==> src/rtl/pipe_stage_elastic.sv <==
// Elastic inter-stage pipeline register: 2-entry skid buffer with valid/ready
// handshake, synchronous flush and a saturating downstream-stall counter.
//
// state     | meaning
// OCC_EMPTY | no entry held, out_valid=0
// OCC_ONE   | main register M holds the head entry
// OCC_TWO   | M holds the head, skid register S holds the next entry
module pipe_stage_elastic #(
   parameter int unsigned      WIDTH       = 32,
   parameter logic [WIDTH-1:0] RESET_VAL   = '0,
   parameter bit               ZERO_BUBBLE = 1'b1,
   parameter int unsigned      CNT_W       = 16
) (
   input  logic             clk,
   input  logic             rst_n,
   input  logic             flush,
   input  logic             in_valid,
   input  logic [WIDTH-1:0] in_data,
   output logic             in_ready,
   output logic             out_valid,
   output logic [WIDTH-1:0] out_data,
   input  logic             out_ready,
   output logic [1:0]       occupancy,
   output logic [CNT_W-1:0] stall_cnt,
   input  logic             stall_clr
);

   typedef enum logic [1:0] {
      OCC_EMPTY = 2'd0,
      OCC_ONE   = 2'd1,
      OCC_TWO   = 2'd2
   } occ_e;

   localparam logic [CNT_W-1:0] STALL_ONE = CNT_W'(1);

   occ_e             r_state;
   logic [WIDTH-1:0] r_m;
   logic [WIDTH-1:0] r_s;
   logic             r_in_ready;
   logic [CNT_W-1:0] r_stall_cnt;

   occ_e             w_state_nxt;
   logic [WIDTH-1:0] w_m_nxt;
   logic [WIDTH-1:0] w_s_nxt;
   logic             w_in_ready_nxt;
   logic             w_out_valid;
   logic             w_accept;
   logic             w_drain;
   logic             w_stall;
   logic             w_stall_max;

   assign w_out_valid = (r_state != OCC_EMPTY);
   assign w_accept    = in_valid & r_in_ready;
   assign w_drain     = w_out_valid & out_ready;
   assign w_stall     = w_out_valid & ~out_ready;
   assign w_stall_max = &r_stall_cnt;

   always_comb begin
      w_state_nxt = r_state;
      w_m_nxt     = r_m;
      w_s_nxt     = r_s;
      if (flush) begin
         w_state_nxt = OCC_EMPTY;
      end else begin
         case (r_state)
            OCC_EMPTY: begin
               if (w_accept) begin
                  w_state_nxt = OCC_ONE;
                  w_m_nxt     = in_data;
               end
            end
            OCC_ONE: begin
               if (w_accept && w_drain) begin
                  w_m_nxt = in_data;
               end else if (w_accept) begin
                  w_state_nxt = OCC_TWO;
                  w_s_nxt     = in_data;
               end else if (w_drain) begin
                  w_state_nxt = OCC_EMPTY;
               end
            end
            OCC_TWO: begin
               // in_ready is low here, so only a drain can move the state
               if (w_drain) begin
                  w_state_nxt = OCC_ONE;
                  w_m_nxt     = r_s;
               end
            end
            default: begin
               w_state_nxt = OCC_EMPTY;
            end
         endcase
      end
      w_in_ready_nxt = (w_state_nxt != OCC_TWO);
   end

   always_ff @(posedge clk or negedge rst_n) begin
      if (!rst_n) begin
         r_state    <= OCC_EMPTY;
         r_m        <= RESET_VAL;
         r_s        <= RESET_VAL;
         r_in_ready <= 1'b1;
      end else begin
         r_state    <= w_state_nxt;
         r_m        <= w_m_nxt;
         r_s        <= w_s_nxt;
         r_in_ready <= w_in_ready_nxt;
      end
   end

   always_ff @(posedge clk or negedge rst_n) begin
      if (!rst_n) begin
         r_stall_cnt <= '0;
      end else if (stall_clr) begin
         r_stall_cnt <= '0;
      end else if (w_stall && !w_stall_max) begin
         r_stall_cnt <= r_stall_cnt + STALL_ONE;
      end
   end

   generate
      if (ZERO_BUBBLE) begin : g_zero_bubble
         assign out_data = w_out_valid ? r_m : RESET_VAL;
      end else begin : g_hold_bubble
         assign out_data = r_m;
      end
   endgenerate

   assign in_ready  = r_in_ready;
   assign out_valid = w_out_valid;
   assign occupancy = r_state;
   assign stall_cnt = r_stall_cnt;

endmodule

==> config.mk <==
export PLATFORM = sky130hd
export DESIGN_NAME = pipe_stage_elastic
export DESIGN_NICKNAME = d
export VERILOG_FILES = /design/src/rtl/pipe_stage_elastic.sv
export SDC_FILE = /design/constraint.sdc
export NUM_CORES = 1
export LEC_CHECK = 0
export ABC_AREA = 1
export CAP_MARGIN = 20
export CORE_MARGIN = 1
export CORE_UTILIZATION = 45
export DETAILED_ROUTE_END_ITERATION = 10
export HOLD_SLACK_MARGIN = 0.08
export PLACE_DENSITY = 0.87
export RECOVER_POWER = 50
export SYNTH_ARGS = -nofsm -noshare
export SYNTH_HDL_FRONTEND = slang
export SYNTH_SLANG_ARGS = --single-unit
==> constraint.sdc <==
create_clock -name clk -period 1.47 [get_ports clk]
set_input_delay 0.294 -clock clk [delete_from_list [all_inputs] [get_ports clk]]
set_output_delay 0.294 -clock clk [all_outputs]
set_load 0.02 [all_outputs]
# ---- Yosys cells after proc, flatten, opt, wreduce, memory -nomap -nowiden
# Cells that the tools add are included.
dict set report classes {
  div 0
  n_lt_le_gt_ge 0
  shifts 0
  addsub 1
  mul 0
  bitwise_logic 6
  reduce_logical 10
  eq_ne 6
  muxes 14
}
# operator count
set ops {}
lappend ops {{$mux W32} 4}
lappend ops {{$pmux W32 S3} 1}
lappend ops {{$mux W16} 2}
lappend ops {{$add A16 B1 Y16 const B} 1}
lappend ops {{$reduce_and A16 Y1} 1}
lappend ops {{$mux W2} 6}
lappend ops {{$ne A2 B2 Y1 const B} 4}
lappend ops {{$pmux W2 S3} 1}
lappend ops {{$reduce_and A5 Y1} 1}
lappend ops {{$reduce_and A4 Y1} 1}
lappend ops {{$reduce_bool A2 Y1} 2}
lappend ops {{$and A1 B1 Y1} 3}
lappend ops {{$not A1 Y1} 3}
lappend ops {{$reduce_bool A3 Y1} 1}
lappend ops {{$eq A2 B1 Y1 const B} 1}
lappend ops {{$eq A2 B2 Y1 const B} 1}
lappend ops {{$logic_and A1 B1 Y1} 2}
lappend ops {{$logic_not A2 Y1} 1}
lappend ops {{$logic_not A1 Y1} 1}
dict set report totals {
  latch_bits 0
  mem_count 0
  reg_bits 83
  wordCells 42
  mem_bits_ro 0
  input_bits 38
  mem_bits_rw 0
}

# ---- Logic depth before layout (Yosys ltp)
# Gate-level depths: netlist of run 1.
dict set report logic_depth {
  ltp_word 8
  ltp_mapped 10
  ltp_nobuf 9
}

# ---- Least setup slack after synthesis of run 1
# Ideal clock, no wire load.
dict set report synth_timing {
  kind {register to register}
  startpoint {reg r_stall_cnt[0], in the netlist stall_cnt[0]}
  endpoint {reg r_stall_cnt[14], in the netlist stall_cnt[14]}
  t_arrival_ns 1.676
  stages_incl_launch_ff 11
  setup_time_ns 0.065
  required_time_ns 1.405
  setup_slack_ns -0.271
  cell_sequence {dfrtp_1 ha_1 inv_1 nor2_2 nand2_1 nor2_1 nor2_2 nor2_4 buf_4 nand2_1 nand2_1}
}
dict set report synth_between {
  elab_chain_cells 4
}
# element line_no
set synth_lines {}
lappend synth_lines {{start, declared} 40} ;# logic [CNT_W-1:0] r_stall_cnt;
lappend synth_lines {{start signal, assigned} 117} ;# r_stall_cnt <= r_stall_cnt + STALL_ONE;
lappend synth_lines {{branches (longest 4 deep; another with $add A16 B1 Y16)} --}
# Parallel ways; which one is timed is not known. The select of a mux whose other input is x is not followed.
# A chain may end at the register's enable or synchronous reset.

# ---- Final worst setup path of run 1
dict set report layout_timing {
  startpoint {reg r_state[0], in the netlist occupancy[0]}
  endpoint {reg r_m[21]}
}
dict set report layout_between {
  elab_chain_cells 5
}
# element line_no
set layout_lines {}
lappend layout_lines {{start, declared} 36} ;# occ_e r_state;
lappend layout_lines {{start signal, assigned} 104} ;# r_state <= w_state_nxt;
lappend layout_lines {{$reduce_bool A2 Y1} 52} ;# assign w_out_valid = (r_state != OCC_EMPTY);
lappend layout_lines {{$and A1 B1 Y1} 54} ;# assign w_drain = w_out_valid & out_ready;
lappend layout_lines {{$logic_and A1 B1 Y1} 73} ;# if (w_accept && w_drain) begin
lappend layout_lines {{$ne A2 B2 Y1 (no source line)} --}
lappend layout_lines {{$reduce_and A5 Y1 (no source line)} --}
lappend layout_lines {{end signal, assigned} 105} ;# r_m <= w_m_nxt;
lappend layout_lines {{end, declared} 37} ;# logic [WIDTH-1:0] r_m;
# Several ways; a longest one is shown, not always the timed one.

==> results of run 1 <==
==> synthesized netlist by cell type <==
cell      instances
a21oi_1           2
inv_1            82
o21ai_2           1
nand3b_1          2
o21ai_0          88
nor2_4            1
inv_2             2
nand4_1          14
ha_1              1
or2_2             1
nand3_1           9
clkbuf_1         18
nand2_1         161
buf_2             5
xor2_1            4
dfstp_2           1
o21bai_1          4
dfrtp_1          82
o21ai_1          13
nor2_1           57
buf_4             1
nor2_2            3
xnor2_1           1
==> sequential cells by signal, summed over array words and instances (netlist names) <==
name and cells:
r_m 32, r_s 32, stall_cnt 16, occupancy 2
in_ready 1
==> area by class of cell <==
type / instances / area, um2 / share of cell area
clock buffer: 12 / 135 / 0.0226
clock inverter: 4 / 51.3 / 0.00856
inverter: 84 / 318 / 0.0530
multi-input combinational: 362 / 1790 / 0.298
sequential: 83 / 2080 / 0.348
tap: 108 / 135 / 0.0226
timing repair buffer: 159 / 1480 / 0.247
==> cell families after synthesis <==
kind of cell	after synthesis	share of synthesized area
AND/OR/NAND/NOR	248	0.244
AO/OA/AOI/OAI	108	0.135
buffers and inverters	108	0.101
flip-flops	83	0.506
XOR/XNOR	5	0.0107
adder cells (fa/ha/maj)	1	0.00305
==> timing repair <==
| action | CTS | global route |
|---|---|---|
| setup endpoints to repair | 103 | 116 |
| gates resized for setup | 203 | 61 |
| gates cloned | 5 | 5 |
| setup buffers | 19 | 2 |
| endpoints found under the hold margin | 82 | 0 |
| pin swaps | 7 | 14 |
| hold buffers | 1 | 0 |
==> path summary, 6_finish.rpt <==
check	startpoint	end	slack, ns
min reg2reg	r_s[21]	r_s[21]	0.49
min in group asynchronous	rst_n	r_m[28]	0.60
max in group asynchronous	rst_n	stall_cnt[1]	0.26
max reg2reg	occupancy[0]	r_m[21]	-0.34
max	occupancy[0]	r_m[21]	-0.34
min	r_s[21]	r_s[21]	0.49
==> power by group through the flow <==
stage	combinational [mW]	clock, mW	sequential, mW
after floorplan	0.701	0	2.91
after CTS	1.31	1.62	2.94
after global routing	1.52	1.74	2.99
after global placement	1.20	0	2.95
after detailed placement	1.26	0	2.97
final	1.38	1.63	2.95
==> per-stage QoR <==
step / hold slack [ns] / total power [mW] / util / cells
floorplan: -0.00159 / 3.61 / - / 553
global placement: 0.355 / 4.15 / 0.624 / 766
detailed placement: 0.361 / 4.23 / 0.624 / 766
CTS: 0.487 / 5.86 / 0.661 / 806
global route: 0.510 / 6.26 / 0.684 / 812
finish: 0.488 / 5.97 / 0.684 / 812
==> worst reg2reg max path: cells and delay by family, from the launching register on <==
| kind | cells | cell delay [ns] |
|---|---|---|
| flops | 1 | 0.42 |
| buf+inv | 5 | 0.64 |
| compound gates | 2 | 0.38 |
| simple gates | 2 | 0.28 |
==> per-layer routing <==
| layer | up-vias | share of wire | global-route usage |
|---|---|---|---|
| li1 | 2009 | - | - |
| met1 | 2084 | 0.38 | 0.324 |
| met2 | 254 | 0.49 | 0.452 |
| met3 | 67 | 0.081 | 0.0367 |
| met4 | 0 | 0.051 | 0.123 |
| met5 | - | 0 | 0 |
==> impl_metrics.env, run 1 <==
export IMPL_status="finished, violations left"
export IMPL_violations="setup timing"
export IMPL_setup_viol_count_final=112
export IMPL_synth_seq_cells=83
export IMPL_final_common_cell="nand2_1"
export IMPL_final_net_count=738
export IMPL_antenna_found_initial=0
export IMPL_ys_top_cells_by_area="dfrtp_1, nand2_1, o21ai_0, inv_1, nor2_1"
export IMPL_crit_fanout=18
export IMPL_syn_nets=592
export IMPL_worstSetupEndpointType="flop"
export IMPL_drt_iter0_markers=362
export IMPL_grt_first_pass_wirelength_mm=20.0
export IMPL_core_rowCount=34
export IMPL_setup_tns_ns=-20.79
export IMPL_placed_area_um2=5460
export IMPL_clk_path_buf_depth=2
export IMPL_first_pass_iters=5
export IMPL_clkTransAtPathRegs_ns=0.08
export IMPL_initial_core_util=0.469
export IMPL_path_delay_family="buffers and inverters"
export IMPL_nFillCells=671
export IMPL_grt_pass1_vias=4238
export IMPL_intPower_mw=4.10
export IMPL_finalWorstSetupSlack_ns=-0.342
export IMPL_numCtsBuffers=9
export IMPL_grt_max_degree=84
export IMPL_p_switching_mw=1.87
export IMPL_die_area_um2=9510
export IMPL_syn_inst=553
export IMPL_tightest_slew_ns=0.764
export IMPL_portBuffers=89
export IMPL_htreeDepth=3
export IMPL_path_buf_inv=5
export IMPL_hold_depth=2
export IMPL_synth_cell_types=23
export IMPL_dp_hpwl_mm=7.32
export IMPL_vias_per_cell=5.44
export IMPL_reg2regPathDepth=9
export IMPL_dr_total_vias=4414
export IMPL_cp_required_ns=1.74
export IMPL_peakVddDrop_uv=567
export IMPL_pin_count=90
export IMPL_period_share=1.23
export IMPL_synth_top_area_share=0.500
export IMPL_track_usage=0.262
export IMPL_crit_path_frequent_cell="buf_4"
export IMPL_die_y_um=97.5
export IMPL_diodes=0
export IMPL_gp_congestion=0.922
export IMPL_power_density_nw_per_um2=996
export IMPL_netSwitchingFraction=0.313
export IMPL_slowest_stage="dfrtp_1"
export IMPL_drive_gt1_frac=0.247
export IMPL_timing_fmax_ghz=0.552
export IMPL_wl_per_cell_um=16.4
export IMPL_core_um2=8760
export IMPL_yosysWarningCount=0
export IMPL_grt_overflow=0
export IMPL_drv_cap=0
export IMPL_slew_headroom=0.490
export IMPL_p_leak_nw=3.20
export IMPL_min_period_ns=1.81
export IMPL_cp_depth=9
export IMPL_cts_tree="built"
export IMPL_hold_path_class="flop to flop"
export IMPL_start_kind="flop"
export IMPL_slew_viol_final=0
export IMPL_slowest_delay_ns=0.42
export IMPL_worstSkewPairLatency_ns=0.36
export IMPL_p_comb_frac=0.231
export IMPL_power_clock_fraction=0.274
export IMPL_skew_ns=0.00625
export IMPL_synth_area_per_cell_um2=7.43
export IMPL_syn_cell_area_um2=4110
export IMPL_seq_area_frac_synth=0.506
export IMPL_design_area_um2=5990
export IMPL_final_cell_mix="nand2_1, inv_1, dfrtp_1"
export IMPL_crit_chain="nor2_4 -> buf_4 -> inv_1 -> buf_4 -> o21ai_4 -> buf_6 -> buf_12 -> nand2_1 -> o21ai_1"
export IMPL_areaGrowthSynthToFinish_pct=45.9
export IMPL_wl_mm=13.3
export IMPL_power_frac_seq=0.495
export IMPL_rsz0062_at_grt="yes"
export IMPL_hold_violations=0
export IMPL_cts_root_buffer="clkbuf_8"
export IMPL_arrival_ns=2.08
export IMPL_die_w_um=97.5
export IMPL_dp_slack_ns=-0.272
export IMPL_critPathKind="flop to flop"
export IMPL_drtAntennaViolNets=0
export IMPL_post_route_drc_count=0
export IMPL_cts_sinks=83
export IMPL_yosysTopAreaCell="dfrtp_1"
Note: power is estimated with default switching activity, not from simulation.
==> run 2: changes to the inputs <==
Settings changed: PLACE_DENSITY 0.87 to 0.84.
Clock period 1.47 ns to 2.1 ns, I/O delays scaled along.
==> impl_metrics.env, run 2 (synthesized netlist as in run 1, its figures left out) <==
export IMPL_die_w_um=97.5
export IMPL_skew_ns=0.0103
export IMPL_power_density_nw_per_um2=757
export IMPL_worstSkewPairLatency_ns=0.35
export IMPL_reg2regPathDepth=9
export IMPL_grt_first_pass_wirelength_mm=16.0
export IMPL_vias_per_cell=4.97
export IMPL_crit_fanout=15
export IMPL_drive_gt1_frac=0.0574
export IMPL_dp_slack_ns=0.0995
export IMPL_power_frac_seq=0.508
export IMPL_htreeDepth=3
export IMPL_slowest_stage="dfrtp_1"
export IMPL_pin_count=90
export IMPL_netSwitchingFraction=0.298
export IMPL_hold_depth=2
export IMPL_final_common_cell="nand2_1"
export IMPL_initial_core_util=0.469
export IMPL_slew_headroom=0.420
export IMPL_first_pass_iters=6
export IMPL_cts_sinks=83
export IMPL_grt_pass1_vias=3603
export IMPL_grt_max_degree=65
export IMPL_setup_viol_count_final=0
export IMPL_fin_util=0.608
export IMPL_min_period_ns=1.99
export IMPL_intPower_mw=2.83
export IMPL_cts_setup_buffers=0
export IMPL_dr_total_vias=3745
export IMPL_core_rowCount=34
export IMPL_final_cell_mix="nand2_1, o21ai_0, inv_1"
export IMPL_die_y_um=97.5
export IMPL_nFillCells=771
export IMPL_peakVddDrop_uv=446
export IMPL_critPathKind="flop to output port"
export IMPL_worst_r2r_setup_slack_ns=0.21
export IMPL_timing_fmax_ghz=0.504
export IMPL_holdPathEnd="r_s[3]"
export IMPL_area_sequential_um2=2080
export IMPL_period_share=0.946
export IMPL_dp_hpwl_mm=6.67
export IMPL_setup_tns_ns=0
export IMPL_final_net_count=679
export IMPL_power_clock_fraction=0.301
export IMPL_antenna_found_initial=0
export IMPL_drtAntennaViolNets=0
export IMPL_hold_violations=0
export IMPL_gp_congestion=0.922
export IMPL_rsz0062_at_grt="no"
export IMPL_hold_path_class="flop to flop"
export IMPL_grt_overflow=0
export IMPL_numCtsBuffers=9
export IMPL_diodes=0
export IMPL_post_route_drc_count=0
export IMPL_wl_per_cell_um=12.4
export IMPL_portBuffers=89
export IMPL_track_usage=0.206
export IMPL_arrival_ns=1.57
export IMPL_finalWorstSetupSlack_ns=0.114
export IMPL_path_delay_family="buffers and inverters"
export IMPL_slowest_delay_ns=0.45
export IMPL_start_kind="flop"
export IMPL_die_area_um2=9510
export IMPL_status="finished, final reports clean"
export IMPL_p_switching_mw=1.20
export IMPL_worstSetupEndpointType="output port"
export IMPL_clk_path_buf_depth=2
export IMPL_hold_ws_ns=0.486
export IMPL_crit_chain="nor2_4 -> buf_6 -> nor2_1 -> dlygate4sd2_1"
export IMPL_areaGrowthSynthToFinish_pct=29.8
export IMPL_cts_tree="built"
export IMPL_cts_root_buffer="clkbuf_8"
export IMPL_clkTransAtPathRegs_ns=0.09
export IMPL_tightest_slew_ns=0.871
export IMPL_drv_cap=0
export IMPL_rr_endpoint="stall_cnt[10]"
export IMPL_path_buf_inv=2
export IMPL_wl_mm=9.34
export IMPL_hp_start="r_s[3]"
export IMPL_multi_input_area_um2=1630
export IMPL_cp_required_ns=1.68
export IMPL_p_comb_frac=0.191
export IMPL_p_leak_nw=2.78
export IMPL_core_um2=8760
export IMPL_slew_viol_final=0
export IMPL_drt_iter0_markers=141
export IMPL_timing_rr_start="stall_cnt[0]"
run 2: worst max path at each step:
| stage | startpoint | to | cells after the start |
|---|---|---|---|
| 6_report | occupancy[0] | out_data[31] | 4 |
| 5_1_grt | stall_cnt[0] | stall_cnt[1] | 9 |
| 4_1_cts | occupancy[0] | out_data[17] | 4 |
| 3_5_place_dp | in_valid | r_m[30] | 9 |
| 3_3_place_gp | in_valid | r_m[26] | 9 |
| 2_1_floorplan | stall_cnt[0] | stall_cnt[14] | 10 |
run 2: what timing repair did:
action                     CTS  global route
hold endpoints to repair    33             0
setup endpoints to repair   33             0
hold buffers                 1             0
gates resized for setup     37             0
run 2: worst register-to-register path, delay by kind of cell (launching register included):
kind,cells,cell delay [ns]
buffers and inverters,1,0.09
AND/OR/NAND/NOR,7,1.04
flip-flops,1,0.45
adder cells (fa/ha/maj),1,0.27
run 2: power groups by stage:
stage	clock [mW]	sequential, mW	combinational (mW)
final	1.22	2.05	0.769
after global placement	0	2.06	0.791
after floorplan	0	2.04	0.480
after CTS	1.24	2.05	0.788
after detailed placement	0	2.07	0.824
after global routing	1.30	2.08	0.885
run 2: layout make-up:
class                   count  area share
clock inverters             5      0.0113
multi-input cells         362       0.306
clock buffers              11      0.0284
repair buffers            100       0.180
flip-flops and latches     83       0.390
inverters                  84      0.0591
well taps                 108      0.0253
run 2: metal layers:
metal  global-route usage  vias to the layer above  part of all wire
met1                0.263                     1725              0.45
met4               0.0973                        0             0.019
met5                    0                        -                 0
li1                     -                     1895                 -
met3               0.0338                       17             0.047
met2                0.339                      108              0.49
run 2: through the flow:
step,instance area [um2],std cells,total power [mW]
after detailed placement,5170,736,2.90
after floorplan,4110,553,2.52
after global routing,5330,753,4.27
after global placement,5170,736,2.85
final,5330,753,4.03
after CTS,5360,753,4.07
